--- src/rtl/mul_fu_arbiter.sv ---
// Round-robin front end that shares one signed multiplier among several
// reservation stations and returns the chosen 32-bit half of each product,
// tagged, to the CDB. A flush squashes the in-flight operation while still
// draining the multiplier so its handshake stays consistent.
module mul_fu_arbiter #(
    parameter int data_width_p = 32,
    parameter int NUM_REQ_P    = 4,
    parameter int tag_width_p  = 5
) (
    input  logic                               clk_i,
    input  logic                               reset_i,
    input  logic                               flush_i,
    input  logic [NUM_REQ_P-1:0]               req_v_i,
    input  logic [NUM_REQ_P*data_width_p-1:0]  req_a_i,
    input  logic [NUM_REQ_P*data_width_p-1:0]  req_b_i,
    input  logic [NUM_REQ_P*tag_width_p-1:0]   req_tag_i,
    input  logic [NUM_REQ_P-1:0]               req_hi_i,
    output logic [NUM_REQ_P-1:0]               req_yumi_o,
    output logic                               mult_v_o,
    input  logic                               mult_ready_i,
    output logic [data_width_p-1:0]            mult_a_o,
    output logic [data_width_p-1:0]            mult_b_o,
    input  logic                               mult_v_i,
    input  logic [2*data_width_p-1:0]          mult_data_i,
    output logic                               mult_yumi_o,
    output logic                               cdb_v_o,
    output logic [tag_width_p-1:0]             cdb_tag_o,
    output logic [data_width_p-1:0]            cdb_data_o,
    input  logic                               cdb_yumi_i,
    output logic                               busy_o
);

    localparam int RR_W = (NUM_REQ_P > 1) ? $clog2(NUM_REQ_P) : 1;

    typedef enum logic [1:0] {
        S_IDLE   = 2'd0,
        S_ISSUE  = 2'd1,
        S_BUSY   = 2'd2,
        S_RESULT = 2'd3
    } state_e;

    state_e                   r_state;
    logic [RR_W-1:0]          r_rr;
    logic                     r_kill;
    logic [data_width_p-1:0]  r_a;
    logic [data_width_p-1:0]  r_b;
    logic [tag_width_p-1:0]   r_tag;
    logic                     r_hi;
    logic [data_width_p-1:0]  r_cdb_data;

    logic [NUM_REQ_P-1:0]     w_grant;
    logic [RR_W-1:0]          w_gidx;
    logic                     w_found;
    logic                     w_can_grant;

    assign w_can_grant = (r_state == S_IDLE) && !flush_i && !reset_i;

    // Round-robin scan starting one past the last winner; first valid wins.
    always_comb begin : grant_scan
        int v_idx;
        w_grant = '0;
        w_gidx  = '0;
        w_found = 1'b0;
        v_idx   = 0;
        for (int i = 0; i < NUM_REQ_P; i++) begin
            v_idx = int'(r_rr) + 1 + i;
            if (v_idx >= NUM_REQ_P) begin
                v_idx = v_idx - NUM_REQ_P;
            end else begin
                v_idx = v_idx;
            end
            if (w_can_grant && !w_found && req_v_i[v_idx]) begin
                w_grant[v_idx] = 1'b1;
                w_gidx         = RR_W'(v_idx);
                w_found        = 1'b1;
            end else begin
                w_found = w_found;
            end
        end
    end

    // Control FSM: grant, issue to the multiplier, drain its result, broadcast.
    always_ff @(posedge clk_i) begin
        if (reset_i) begin
            r_state <= S_IDLE;
            r_rr    <= RR_W'(NUM_REQ_P - 1);
            r_kill  <= 1'b0;
        end else begin
            case (r_state)
                S_IDLE: begin
                    r_kill <= 1'b0;
                    if (w_found) begin
                        r_rr    <= w_gidx;
                        r_state <= S_ISSUE;
                    end else begin
                        r_state <= S_IDLE;
                    end
                end
                S_ISSUE: begin
                    if (mult_ready_i) begin
                        // Multiplier took the operands; a concurrent flush must
                        // still drain it, so remember to discard the result.
                        r_kill  <= flush_i;
                        r_state <= S_BUSY;
                    end else if (flush_i) begin
                        r_state <= S_IDLE;
                    end else begin
                        r_state <= S_ISSUE;
                    end
                end
                S_BUSY: begin
                    if (mult_v_i) begin
                        r_state <= (r_kill || flush_i) ? S_IDLE : S_RESULT;
                    end else if (flush_i) begin
                        r_kill <= 1'b1;
                    end else begin
                        r_state <= S_BUSY;
                    end
                end
                S_RESULT: begin
                    if (cdb_yumi_i || flush_i) begin
                        r_state <= S_IDLE;
                    end else begin
                        r_state <= S_RESULT;
                    end
                end
                default: begin
                    r_state <= S_IDLE;
                end
            endcase
        end
    end

    // Operand/tag capture at grant and product-half capture at drain.
    always_ff @(posedge clk_i) begin
        if (!reset_i && w_found) begin
            r_a   <= req_a_i[int'(w_gidx)*data_width_p +: data_width_p];
            r_b   <= req_b_i[int'(w_gidx)*data_width_p +: data_width_p];
            r_tag <= req_tag_i[int'(w_gidx)*tag_width_p +: tag_width_p];
            r_hi  <= req_hi_i[w_gidx];
        end else begin
            r_hi  <= r_hi;
        end
        if (!reset_i && (r_state == S_BUSY) && mult_v_i) begin
            r_cdb_data <= r_hi ? mult_data_i[2*data_width_p-1:data_width_p]
                               : mult_data_i[data_width_p-1:0];
        end else begin
            r_cdb_data <= r_cdb_data;
        end
    end

    assign req_yumi_o  = w_grant;
    assign mult_v_o    = !reset_i && (r_state == S_ISSUE);
    assign mult_a_o    = r_a;
    assign mult_b_o    = r_b;
    assign mult_yumi_o = !reset_i && (r_state == S_BUSY) && mult_v_i;
    assign cdb_v_o     = !reset_i && (r_state == S_RESULT);
    assign cdb_tag_o   = r_tag;
    assign cdb_data_o  = r_cdb_data;
    assign busy_o      = !reset_i && (r_state != S_IDLE);

endmodule

--- config.mk ---
export PLATFORM = sky130hd
export DESIGN_NAME = mul_fu_arbiter
export DESIGN_NICKNAME = d
export VERILOG_FILES = /design/src/rtl/mul_fu_arbiter.sv
export SDC_FILE = /design/constraint.sdc
export NUM_CORES = 1
export LEC_CHECK = 0
export ABC_AREA = 1
export CAP_MARGIN = 20
export CORE_AREA = 2 2 182 184
export CTS_CLUSTER_DIAMETER = 50
export CTS_CLUSTER_SIZE = 28
export DETAILED_ROUTE_END_ITERATION = 10
export DIE_AREA = 0 0 184 186
export GPL_TIMING_DRIVEN = 0
export PLACE_DENSITY_LB_ADDON = 0.08
export SETUP_SLACK_MARGIN = 0.1
export SLEW_MARGIN = 20
export SYNTH_ARGS = -nofsm -noshare
export SYNTH_HDL_FRONTEND = slang
export SYNTH_SLANG_ARGS = --single-unit
--- constraint.sdc ---
create_clock -name clk_i -period 11.6 [get_ports clk_i]
set_clock_uncertainty 0.15 [all_clocks]
set_input_delay 1.16 -clock clk_i [delete_from_list [all_inputs] [get_ports clk_i]]
set_output_delay 1.16 -clock clk_i [all_outputs]
set_load 0.01 [all_outputs]
**Word-level counts from Yosys, hierarchy flattened**

Index checks and enable logic that the tools add are counted.

- Flip-flop bits (word level): 107
- Bits of input ports: 354
- Output and inout port bits: 109
- Logic and storage cells: 125

- Add/sub/neg operators: 8
- Multiply operators: 1
- Magnitude comparators: 13
- Eq/ne operators: 7
- Shifts and indexed selects: 3
- Multiplexer cells: 51
- Bitwise logic cells: 3
- Reduce and logical (&&, ||, !) cells: 31

Operators with widths:

| kind | count |
|---|---|
| $shiftx 128x8->32 | 2 |
| $mux 32 | 5 |
| $ge 32x1->1 const B | 4 |
| $lt 32x4->1 const B | 4 |
| $ge 32x4->1 const B | 3 |
| $sub 32x4->32 const B | 3 |
| $add 32x2->32 const B | 1 |
| $add 32x3->32 const B | 1 |
| $mux 1 | 22 |
| $shiftx 20x6->5 | 1 |
| $logic_and 1x1->1 | 19 |
| $mux 2 | 9 |
| $mux 4 | 4 |
| $or 4x4->4 | 3 |
| $bmux 1 s2 | 5 |
| $demux 1 s2 | 4 |
| $pmux 2 s4 | 1 |
| $ne 2x2->1 const B | 3 |
| $logic_not 1->1 | 5 |
| $mul 2x3->5 const B | 1 |
| $sub 4x3->5 const B | 1 |
| $add 3x2->4 const B | 1 |
| $eq 2x2->1 const B | 2 |
| $ge 4x3->1 const B | 1 |
| other kinds (11) | 12 |

**Depth between registers and ports, before layout**

Gate-level depths: netlist (run 1).

- Word-level depth: 22
- Gate-level depth with buffers: 19
- Depth with buffers taken out: 15

**Least setup slack after synthesis (run 1)**

OpenSTA, ideal clock, no wires.

- Kind: input -> register
- From: in reset_i
- To: reg r_tag[0] (netlist: cdb_tag_o[0]), enable pin
- Library setup time: 0.924 ns
- Data arrival time: 3.249 ns
- Setup slack: 7.277 ns
- Stages: 7
- Cells stage by stage: inv_1 > nand3_1 > inv_1 > nand3_2 > inv_1 > nor2_1 > nand3_1

- Cells in the longest elaborated chain, start to end: 17

Ends and longest elaborated chain:

| what | RTL line | RTL |
|---|---|---|
| start, declared | 11 | `input logic reset_i,` |
| $logic_not 1->1 * | 56, 136 |  |
| $logic_and 1x1->1 | 56 | `assign w_can_grant = (r_state == S_IDLE) && !flush_i && !reset_i;` |
| $logic_and 1x1->1 | 72 | `if (w_can_grant && !w_found && req_v_i[v_idx]) begin` |
| $mux 1 | 72 |  |
| $logic_not 1->1 | 72 |  |
| $logic_and 1x1->1 (2 in series) | 72 |  |
| $mux 1 | 72 |  |
| $logic_not 1->1 | 72 |  |
| $logic_and 1x1->1 (2 in series) | 72 |  |
| $mux 1 | 72 |  |
| $logic_not 1->1 | 72 |  |
| $logic_and 1x1->1 (2 in series) | 72 |  |
| $mux 1 | 72 |  |
| $logic_and 1x1->1 * | 136 | `if (!reset_i && w_found) begin` |
| end signal, assigned | 139 | `r_tag <= req_tag_i[int'(w_gidx)*tag_width_p +: tag_width_p];` |
| end, declared | 47 | `logic [tag_width_p-1:0] r_tag;` |

Mark *: on every way between the ends. The rest lies on a longest branch, timed or not.
A chain may end at the register's enable or synchronous reset.

**Worst setup path after layout (run 1)**

- From: in reset_i
- To: out req_yumi_o[0]

- Cells in the longest elaborated chain, start to end: 16
- Elaborated cells between the ends (all ways): 22

Ends and longest elaborated chain:

| what | RTL line | RTL |
|---|---|---|
| $logic_not 1->1 * | 56 |  |
| $logic_and 1x1->1 * | 56 |  |
| $logic_and 1x1->1 | 72 |  |
| $mux 1 | 72 |  |
| $logic_not 1->1 | 72 |  |
| $logic_and 1x1->1 (2 in series) | 72 |  |
| $mux 1 | 72 |  |
| $logic_not 1->1 | 72 |  |
| $logic_and 1x1->1 (2 in series) | 72 |  |
| $mux 1 | 72 |  |
| $logic_not 1->1 | 72 |  |
| $logic_and 1x1->1 (2 in series) | 72 |  |
| $mux 4 * | 72 |  |
| end, declared | 18 | `output logic [NUM_REQ_P-1:0] req_yumi_o,` |

Marks and branches as above.

==> results of run 1 <==
-- final cells by class --
class                      instances  area [sq um]  share of cell area [%]
inverter                         308          1156                   8.651
clock buffer                      10         229.0                   1.713
antenna                            2         5.005                 0.03745
multi-input combinational        635          3166                   23.69
clock inverter                     6         78.83                  0.5898
sequential                       107          3163                   23.67
buffer                            65         391.6                   2.930
tap                              408         510.5                   3.820
timing repair buffer             464          4664                   34.90
-- routing by layer --
metal,global-route usage (%),routed length (um),up-vias
met5,0,22,-
met4,5.536,599,4
met3,4.344,2348,34
met2,35.77,17790,305
met1,24.63,14830,4001
li1,-,-,4408
-- worst max-delay path: cells and delay by family --
family / cells / cell delay [ps]
simple gates: 3 / 360
buf+inv: 5 / 1640
compound gates: 3 / 300
-- state kept, by name, indices dropped and copies added (netlist names) --
name        flops
cdb_data_o     32
cdb_tag_o       5
mult_a_o       32
mult_b_o       32
r_hi            1
r_kill          1
r_rr            2
r_state         2
-- cell families after synthesis --
family	after synthesis	synth area share, %
AND/OR/NAND/NOR	572	32.41
buffers and inverters	373	19.70
flip-flops	107	40.26
multiplexers	32	4.587
AO/OA/AOI/OAI	22	1.608
adder cells (fa/ha/maj)	9	1.433
-- path summary, 6_finish.rpt --
path         slack (ps)  depth (start not counted)                     end
max                6830                         11           req_yumi_o[0]
min                 350                          2     r_kill$_SDFFE_PP0P_
max reg2reg        8170                         17  mult_a_o[12]$_DFFE_PP_
min reg2reg         350                          2     r_kill$_SDFFE_PP0P_
-- power by group --
part,total (mW),switching [mW],internal [mW]
registers,0.693,0.0373,0.656
logic,1.45,0.803,0.645
clock network,0.346,0.172,0.174
-- placed cells by master, fill, tap and decap left out, types with 6 or more instances in the layout --
cell,Yosys,layout
o21ai_0,9,9
clkdlybuf4s50_1,0,462
nand2_2,6,6
buf_6,13,13
clkbuf_16,0,9
mux2_2,32,32
nor2_1,11,10
buf_2,40,40
ha_1,9,9
clkbuf_1,5,6
buf_1,7,7
edfxtp_1,102,102
nand2_1,257,257
nand3_1,292,291
inv_1,304,304
-- metrics by stage --
stage	hold slack [ps]	total power [mW]	setup WS, ps
CTS	351.3	2.526	6832
global route	403.9	2.673	6650
floorplan	319.6	1.493	7277
finish	352.5	2.487	6831
global placement	337.0	2.177	4476
detailed placement	338.2	2.174	6852
==> reports/metrics.cfg, run 1 <==
[yosys]
yosysTopAreaCellShare_pct = 38.99
synth_top_area_cell = edfxtp_1
ys_types = 23
syn_area_sq_um = 7856
syn_area_per_cell_sq_um = 7.046
synth-seq-cells = 107
synth_seq_area_share_pct = 40.26
synth_edf_count = 102
yosysWarnings = 0
synth_nets = 1478
yosysMostFrequentCell = inv_1
synthArstFlopShare_pct = 0
ys_top_cells_by_area = edfxtp_1 39%, nand3_1 19%, inv_1 15%
synth_ff_type = edfxtp_1
synthCells = 1115
synthTopCellsByCount = 304 x inv_1, 292 x nand3_1, 257 x nand2_1

[grt]
grt_usage_pct = 20.17
grt_overflow_total = 0
antenna_found_initial = 4
grt_pass1_wl_um = 50940
grt_start_max_net_pins = 40
grt_pass1_vias = 8345

[detailed_routing]
ant_nets = 0
vias = 8752
drt-vias-per-instance = 4.365
avgRoutedWirePerCell_um = 17.75
drt_wl_total_um = 35590
drt_iter0_markers = 461
dr.pass1.iters = 5
drc = 0

[layout]
final_area_sq_um = 13360
n_fill_cell = 3342
syn_to_final_growth_pct = 70.11
drive_above_1_share_pct = 7.398
fin_cells = 2005
num-nets-final = 1953
finish.utilization_pct = 41.50

[pwr]
peakVddDrop_v = 0.00008295
p_per_area_nw_per_um2 = 186.1
p_leak_nw = 6.353

[floorplanning]
die_y_um = 186
rows = 66
io_pins = 463
die_w_um = 184
die-area_sq_um = 34220
core_area_sq_um = 32210
initial_core_util_pct = 24.39

[setup_path]
critPathMaxStageDelay_ps = 570
end_kind = primary output
path_class = input port to primary output
worstPathRequired_ps = 10290
cp_cell_sequence = clkdlybuf4s50_1, inv_1, nand3_1, inv_1, nand2_1, nor2_2, inv_1, o22ai_1, a21oi_1, o21ai_0, clkdlybuf4s50_1
r2r_start = r_rr[0]$_SDFFE_PP1P_
cp-start-kind = input port
slowest_stage = clkdlybuf4s50_1
crit_fanout = 7
cpMostUsedCell = inv_1
worstSetupStartpoint = reset_i
arrival_ps = 3460

[timing]
hold_viol = 0
setup_tns_ps = 0
post-route-period-util_pct = 41.11
slew_violations = 0
grt_setup_unrepaired = false
max_slew_margin_pct = 55.15
final-setup-viol-count = 0
max_freq_mhz = 209.7
layout_min_cycle_time_ps = 4769
worst_pin_slew_ps = 672.7

[worst_hold_path]
min_path_type = flip-flop to flip-flop
min_from = r_kill$_SDFFE_PP0P_

[clocking]
clock_latency_ps = 370
post_cts_resized = 0
clk_pin_slew_ps = 90
cts_buffers = 9
cts_hold_buf = 0
cts_max_level = 3
cts_tree = built
cts_buffer_depth = 2
clock_sinks = 107
cts_root_buf = clkbuf_16
post_cts_buffers = 0

[placement]
hpwl_um = 28020
io_buffers = 462
gp_congestion = 0.8580
place_inst = 1987
place_area_sq_um = 13050

[outcome]
outcome = finished clean

[job]
cap_viol_max_count = 0

(Power assumes the default switching activity.)
==> run 2, diff against run 1 <==
--- a/config.mk
+++ b/config.mk
@@ -7,11 +7,11 @@
 export LEC_CHECK = 0
 export ABC_AREA = 1
 export CAP_MARGIN = 20
-export CORE_AREA = 2 2 182 184
+export CORE_AREA = 2 2 178 180
 export CTS_CLUSTER_DIAMETER = 50
 export CTS_CLUSTER_SIZE = 28
 export DETAILED_ROUTE_END_ITERATION = 10
-export DIE_AREA = 0 0 184 186
+export DIE_AREA = 0 0 180 182
 export GPL_TIMING_DRIVEN = 0
 export PLACE_DENSITY_LB_ADDON = 0.08
 export SETUP_SLACK_MARGIN = 0.1
==> constraint.sdc (replaced) <==
create_clock -name clk_i -period 4.5 [get_ports clk_i]
set_clock_uncertainty 0.15 [all_clocks]
set_input_delay 0.45 -clock clk_i [delete_from_list [all_inputs] [get_ports clk_i]]
set_output_delay 0.45 -clock clk_i [all_outputs]
set_load 0.01 [all_outputs]
==> reports/metrics.cfg, run 2 (synthesized netlist as in run 1, its figures left out) <==
[grt]
grt_start_max_net_pins = 41
grt_pass1_wl_um = 53100
antenna_found_initial = 2
grt_overflow_total = 0
grt_pass1_vias = 8762
grt_usage_pct = 21.36

[clocking]
cts_hold_buf = 0
clock_sinks = 107
cts_tree = built
post_cts_resized = 0
cts_buffer_depth = 2
cts_max_level = 3
cts_buffers = 9
clk_pin_slew_ps = 90
post_cts_buffers = 0
cts_root_buf = clkbuf_16
clock_latency_ps = 370

[floorplanning]
die-area_sq_um = 32760
core_area_sq_um = 30990
io_pins = 463
die_w_um = 180
die_y_um = 182
initial_core_util_pct = 25.35
rows = 65

[setup_path]
cp-start-kind = flip-flop
path_class = flip-flop to primary output
cp_cell_sequence = buf_6, inv_2, buf_6, ha_1, inv_2, nand2_1, nand2_1, nand2_1, nand2_2, nand4_1, nor2_2, inv_1, o21ai_0, clkdlybuf4s50_1
slowest_stage = clkdlybuf4s50_1
end_kind = primary output
critPathMaxStageDelay_ps = 580
worstPathRequired_ps = 3900
crit_fanout = 11
cpMostUsedCell = nand2_1
rrSetupSlack_ps = 1060
arrival_ps = 3140

[worst_hold_path]
min_path_type = flip-flop to flip-flop

[layout]
finish.utilization_pct = 43.06
num-nets-final = 1953
drive_above_1_share_pct = 7.398
final_area_sq_um = 13340
regArea_sq_um = 3163
multi_input_area_sq_um = 3166
n_fill_cell = 3245
fin_cells = 2000
syn_to_final_growth_pct = 69.85
layout_common_cells = 462 x clkdlybuf4s50_1, 304 x inv_1, 291 x nand3_1
mostFrequentLayoutCell = clkdlybuf4s50_1

[pwr]
power_mw = 6.372
p_leak_nw = 6.342
peakVddDrop_v = 0.0002107
p_per_area_nw_per_um2 = 477.5

[detailed_routing]
drt_wl_total_um = 35370
dr.pass1.iters = 4
drt-vias-per-instance = 4.390
vias = 8780
avgRoutedWirePerCell_um = 17.69
drc = 0
drt_iter0_markers = 418
ant_nets = 0

[timing]
max_freq_mhz = 267.1
worst_pin_slew_ps = 627.7
max_slew_margin_pct = 58.16
grt_setup_unrepaired = false
post-route-period-util_pct = 83.19
slew_violations = 0
final-setup-viol-count = 0
hold_viol = 0
layout_min_cycle_time_ps = 3744

[placement]
place_inst = 1981
place_area_sq_um = 13050
hpwl_um = 27840
io_buffers = 462
gp_congestion = 0.8644

[job]
cap_viol_max_count = 0

[outcome]
outcome = finished clean

==> run 2: changes by cell type in the layout (fill, tap and decap cells not counted) <==
cell	previous run	this run
buf_16	0	1
buf_12	2	1
diode_2	2	3
clkinvlp_4	0	1
bufinv_16	1	0
==> run 2: critical path, delay by kind of cell (launching register included) <==
| kind | cells | cell delay [ps] |
|---|---|---|
| fa+ha+maj | 1 | 380 |
| flops | 1 | 400 |
| simple gates | 6 | 650 |
| buf+inv | 6 | 1140 |
| compound gates | 1 | 200 |
==> run 2: cell type report <==
| cell class | count | share of cell area, % |
|---|---|---|
| clock inverter | 6 | 0.4219 |
| sequential | 107 | 23.70 |
| multi-input combinational | 635 | 23.72 |
| buffer | 65 | 2.935 |
| clock buffer | 10 | 1.716 |
| antenna | 3 | 0.05626 |
| inverter | 308 | 8.664 |
| timing repair buffer | 464 | 35.01 |
| tap | 402 | 3.769 |
==> run 2: layer usage <==
| metal | GRT usage [%] | vias to the layer above | wire [um] | share of wire (%) |
|---|---|---|---|---|
| li1 | - | 4405 | - | - |
| met1 | 26.68 | 4067 | 15220 | 43 |
| met2 | 37.10 | 279 | 17580 | 50 |
| met3 | 4.553 | 29 | 1944 | 5.5 |
| met4 | 5.984 | 0 | 629 | 1.8 |
| met5 | 0 | - | 0 | 0 |
==> run 2: path summary, 6_finish.rpt <==
kind	startpoint	to	depth (start not counted)
max	r_rr[0]$_SDFFE_PP1P_	req_yumi_o[0]	14
min	r_kill$_SDFFE_PP0P_	r_kill$_SDFFE_PP0P_	2
max reg2reg	r_rr[0]$_SDFFE_PP1P_	mult_a_o[28]$_DFFE_PP_	17
min reg2reg	r_kill$_SDFFE_PP0P_	r_kill$_SDFFE_PP0P_	2
==> run 2: stage by stage <==
stage | hold WS [ps] | setup TNS [ps] | setup WS, ps
after floorplan | 319.6 | 0 | 307.8
after global placement | 335.2 | -137660 | -1904
after detailed placement | 337.8 | 0 | 988.4
after CTS | 351.0 | 0 | 757.6
after global routing | 410.2 | 0 | 537.9
final | 354.2 | 0 | 756.3
==> run 2: power by group <==
part           switching, mW  total, mW  internal, mW
Clock                  0.440      0.831         0.391
Sequential            0.0997       1.79          1.69
Combinational           2.08       3.75          1.67
Total                   2.62       6.37          3.75
==> RTL edit 1: new RTL, flow settings as in run 2 <==
Make the reset (`reset_i`) asynchronous in one clocked block.
--- a/src/rtl/mul_fu_arbiter.sv
+++ b/src/rtl/mul_fu_arbiter.sv
@@ -80,7 +80,7 @@
     end
 
     // Control FSM: grant, issue to the multiplier, drain its result, broadcast.
-    always_ff @(posedge clk_i) begin
+    always_ff @(posedge clk_i or posedge reset_i) begin
         if (reset_i) begin
             r_state <= S_IDLE;
             r_rr    <= RR_W'(NUM_REQ_P - 1);
Check against the original RTL: same outputs for any inputs over 4 cycles, from zero or initial values and one cycle with reset_i high; that may be too few to reach the edited logic, so the function may still have changed.
==> RTL edit 1 against run 2 <==
Die area is the same; non-clock buffer count rose by 8; sequential cell count unchanged; wire length up 0.15%; setup slack got worse by 0.13 ns; power rose by 22%; sequential power rose by 7%; clock power is 4.6% higher; design area increased by 1.7%; critical path depth shrank 1; area after synthesis up 1.5%; sequential share of layout area shrank 0.19 points; largest power group unchanged; combinational power rose by 34%.
==> RTL edit 1: results (changes against run 2) <==
* Fillers at 3,238 (-0.22%)
* Fin nets at 1,956 (+0.15%)
* Tmin final at 3.88 ns (+0.134 ns)
* Asr flop ratio synth at 0.0467 (+0.0467)
* Final Wtd Congestion at 0.842 (-2.5%)
* Multi-input logic area at 3310 um2 (+4.7%)
* Placed cell area at 13,300 um2 (+1.6%)
* CTS-repair resized insts at 0 (unchanged)
* Drt pass-1 iters at 6 (+2)
* Yosys cell types at 32 (+39%)
* Final std cells w/o fill at 2,002 (+0.10%)
* Top cells by count, synth: nand3_1, inv_1, nand2_1
* Multiplexer share of the synthesized area at 0.0452 (-0.000669)
* Count of plain and timing-repair buffers at 537 (+1.5%)
* Worst r2r dst: mult_a_o[5]$_DFFE_PP_
* Post-synth top area share at 0.384 (-0.00569)
* Via/cell ratio at 4.53 (+3.1%)
* Global-route wire length before repair at 52,300 um (-1.5%)
* Worst slack at placement at 0.872 ns (-0.117 ns)
* Leak pwr at 0.00637 uW (+0.52%)
* Post-synthesis compound-gate area fraction at 0.0180 (+0.00196)
* Ant diodes at 2 (-1)
* GRT Total Usage at 0.210 (-0.00363)
* Worst Setup EP: req_yumi_o[1]
* R2r setup slk at 1.00 ns (-0.06 ns)
* Dpl hpwl at 27,900 um (+0.24%)
* Worst Max-Slew Pin Slew at 0.630 ns (+0.00223 ns)
* Seq/Total Area, Yosys at 0.400 (-0.00242)
* CP Launch Point: r_rr[0]$_DFFE_PP1P_
* Multi-input gate count at 633 (-0.31%)
* Largest net degree at the start of global routing at 27 (-34%)
* Mean Syn Cell Area at 7.15 um2 (+1.5%)
* Vias in the first global route at 8,640 (-1.4%)
* Initial antenna violation count at 5 (+3)
* Final Util at 0.438 (+0.00727)
* Outcome: completed
* Inverters at 305 (-0.97%)
* Max incr delay on CP at 0.60 ns (+0.02 ns)
* Final-layout clock buffer total at 9 (-1)
* Clock buf/inv share at 0.0228 (+0.00140)
* WL/cell at 17.7 um (about the same)
* Worst Hold Class: in -> async
* Layout sequential cell count at 107 (unchanged)
* Initial drt markers at 628 (+50%)
* Synth area leaders: edfxtp_1, nand3_1, inv_1
* CP arrival at 3.28 ns (+0.14 ns)
* Buffering overhead at 0.376 (-0.00353)
* Peak VDD IR at 0.000274 V (+30%)
* Clock Root Buffer: clkbuf_16
[RTL edit 1: cell types whose count changed in the layout (fill, tap and decap cells not counted), moves of 5 or more]
| cell | delta |
|---|---|
| buf_2 | +9 |
| buf_6 | -10 |
| clkbuf_1 | +9 |
| dfxtp_1 | -5 |
| inv_1 | -6 |
| nand2_1 | -73 |
| nand3_1 | +68 |
[RTL edit 1: layer usage]
metal | global-route usage | share of wire | up-vias
li1 | - | - | 4494
met1 | 0.256 | 0.41 | 4118
met2 | 0.361 | 0.49 | 404
met3 | 0.0574 | 0.082 | 43
met4 | 0.0641 | 0.021 | 6
met5 | 0 | 0.0014 | -
[RTL edit 1: critical path: cells and delay by family (launching register included)]
family          cells  cell delay, ns
buf+inv             5            1.05
simple gates        6            0.71
flops               1            0.57
fa+ha+maj           1            0.38
compound gates      1            0.19
[RTL edit 1: power breakdown]
part	leakage (uW)	internal (uW)	switching (uW)	total (uW)
sequential	0.00101	1800	115	1920
combinational	0.00521	2080	2920	5010
clock	0.000149	400	469	869
==> RTL edit 2: new RTL, flow settings as in run 2 <==
Made on the original files. `tag_width_p`: 5 -> 10.
--- a/src/rtl/mul_fu_arbiter.sv
+++ b/src/rtl/mul_fu_arbiter.sv
@@ -5,7 +5,7 @@
 module mul_fu_arbiter #(
     parameter int data_width_p = 32,
     parameter int NUM_REQ_P    = 4,
-    parameter int tag_width_p  = 5
+    parameter int tag_width_p  = 10
 ) (
     input  logic                               clk_i,
     input  logic                               reset_i,
Interface: changed (resized cdb_tag_o and req_tag_i); port bits go from 463 to 488. The function was not compared with the original's and may differ.
==> RTL edit 2 against run 2 <==
Power up 5.4%; sequential cell count up 5; combinational power grew 5%; area after synthesis is 5.0% higher; design area rose by 5.2%; wire length grew 2.6%; setup slack worse by 0.023 ns; via count is 3.9% higher; critical path type unchanged; largest cell class unchanged; largest power group unchanged.
==> RTL edit 2: results (changes against run 2) <==
* Met1 Resource Use GR at 0.265 (-0.00182)
* Outcome: completed
* Layout cells sized above 1 at 0.0725 (-0.00149)
* Buffering overhead at 0.380 (about the same)
* Max incr delay on CP at 0.60 ns (+0.02 ns)
* Initial antenna violation count at 10 (+8)
* Vias in the first global route at 8,713 (-0.56%)
* Seq/Total Area, Yosys at 0.402 (-0.000852)
* Count of plain and timing-repair buffers at 559 (+5.7%)
* WL/cell at 17.3 um (-2.1%)
* Asr flop ratio synth at 0 (unchanged)
* Post-CTS Setup Bufs at 0 (unchanged)
* Number of synthesized flops with an enable pin at 107 (+4.9%)
* Met2 Use GR at 0.370 (-0.00138)
* TNS Setup at 0 ns (unchanged)
* Gate power share at 0.585 (-0.004)
* Met3 WL at 2470 um (+27%)
* Placed cell area at 13,700 um2 (+5.0%)
* Sw frac at 0.407 (-0.00450)
* Clk_lat worst skew at 0.37 ns (about the same)
* Fillers at 3,239 (-0.18%)
* Routed length on met2 at 17,900 um (+1.8%)
* Final Wtd Congestion at 0.857 (-0.86%)
* Syn Inst Count at 1,178 (+5.7%)
* Global-route wire length before repair at 53,700 um (+1.2%)
* Via Count at 9,126 (+3.9%)
* Yosys cell types at 26 (+13%)
* Peak VDD IR at 0.000227 V (+7.8%)
* Port buffer count at 487 (+5.4%)
* Drt pass-1 iters at 6 (+2)
* Inverters at 327 (+6.2%)
* Worst slack at placement at 0.948 ns (-0.0404 ns)
* Worst Max-Slew Pin Slew at 0.686 ns (+0.0586 ns)
* Clock share of power at 0.134 (+0.004)
* Initial drt markers at 544 (+30%)
* P_int at 3980 uW (+6.2%)
* GRT Total Usage at 0.216 (+0.00288)
* Multi-input combinational area share at 0.237 (about the same)
* Reg clk slew, reported paths at 0.08 ns
* M3 GR Usage at 0.0521 (+0.00662)
* Final Util at 0.453 (+0.0222)
* Clock buf/inv share at 0.0219 (+0.000556)
* Multi-input gate count at 669 (+5.4%)
* Synth area leaders: edfxtp_1, nand3_1, inv_1
* CP arrival at 3.17 ns (+0.03 ns)
* Seq. cell area at 3310 um2 (+4.7%)
* Final-layout clock buffer total at 9 (-1)
* Met1 WL at 15,100 um (-1.1%)
* Ant diodes at 10 (+7)
* Leak pwr at 0.00669 uW (+5.5%)
* Mapped Nets at 1,561 (+5.6%)
* Placed cell count at 2,069 (+4.4%)
* CP max-delay cell: clkdlybuf4s50_1
* Yosys warnings at 0 (unchanged)
* CTS sink cnt at 112 (+4.7%)
* Via/cell ratio at 4.36 (-0.77%)
* Dpl hpwl at 28,800 um (+3.3%)
* Top cells by count, synth: inv_1, nand3_1, nand2_1
-- RTL edit 2: cell count changes after synthesis, moves of 3 or more --
cell             run 2  this run
nand2_1            257       271
edfxtp_1           102       107
inv_1              304       323
buf_6               13         4
buf_4                0        16
clkbuf_1             5         8
buf_2               40        36
nand3_1            292       310
-- RTL edit 2: final timing paths --
path                        startpoint                     end  slack (ns)  cells after the start
setup / recovery  r_rr[0]$_SDFFE_PP1P_           req_yumi_o[3]        0.73                     14
hold / removal     r_kill$_SDFFE_PP0P_     r_kill$_SDFFE_PP0P_        0.37                      2
setup reg to reg  r_rr[0]$_SDFFE_PP1P_  cdb_tag_o[0]$_DFFE_PP_        1.03                     18
hold reg to reg    r_kill$_SDFFE_PP0P_     r_kill$_SDFFE_PP0P_        0.37                      2
-- RTL edit 2: cells by family after synthesis --
group,synth area share
AND/OR/NAND/NOR,0.327
buffers and inverters,0.197
flip-flops,0.402
multiplexers,0.0437
AO/OA/AOI/OAI,0.0171
adder cells (fa/ha/maj),0.0137
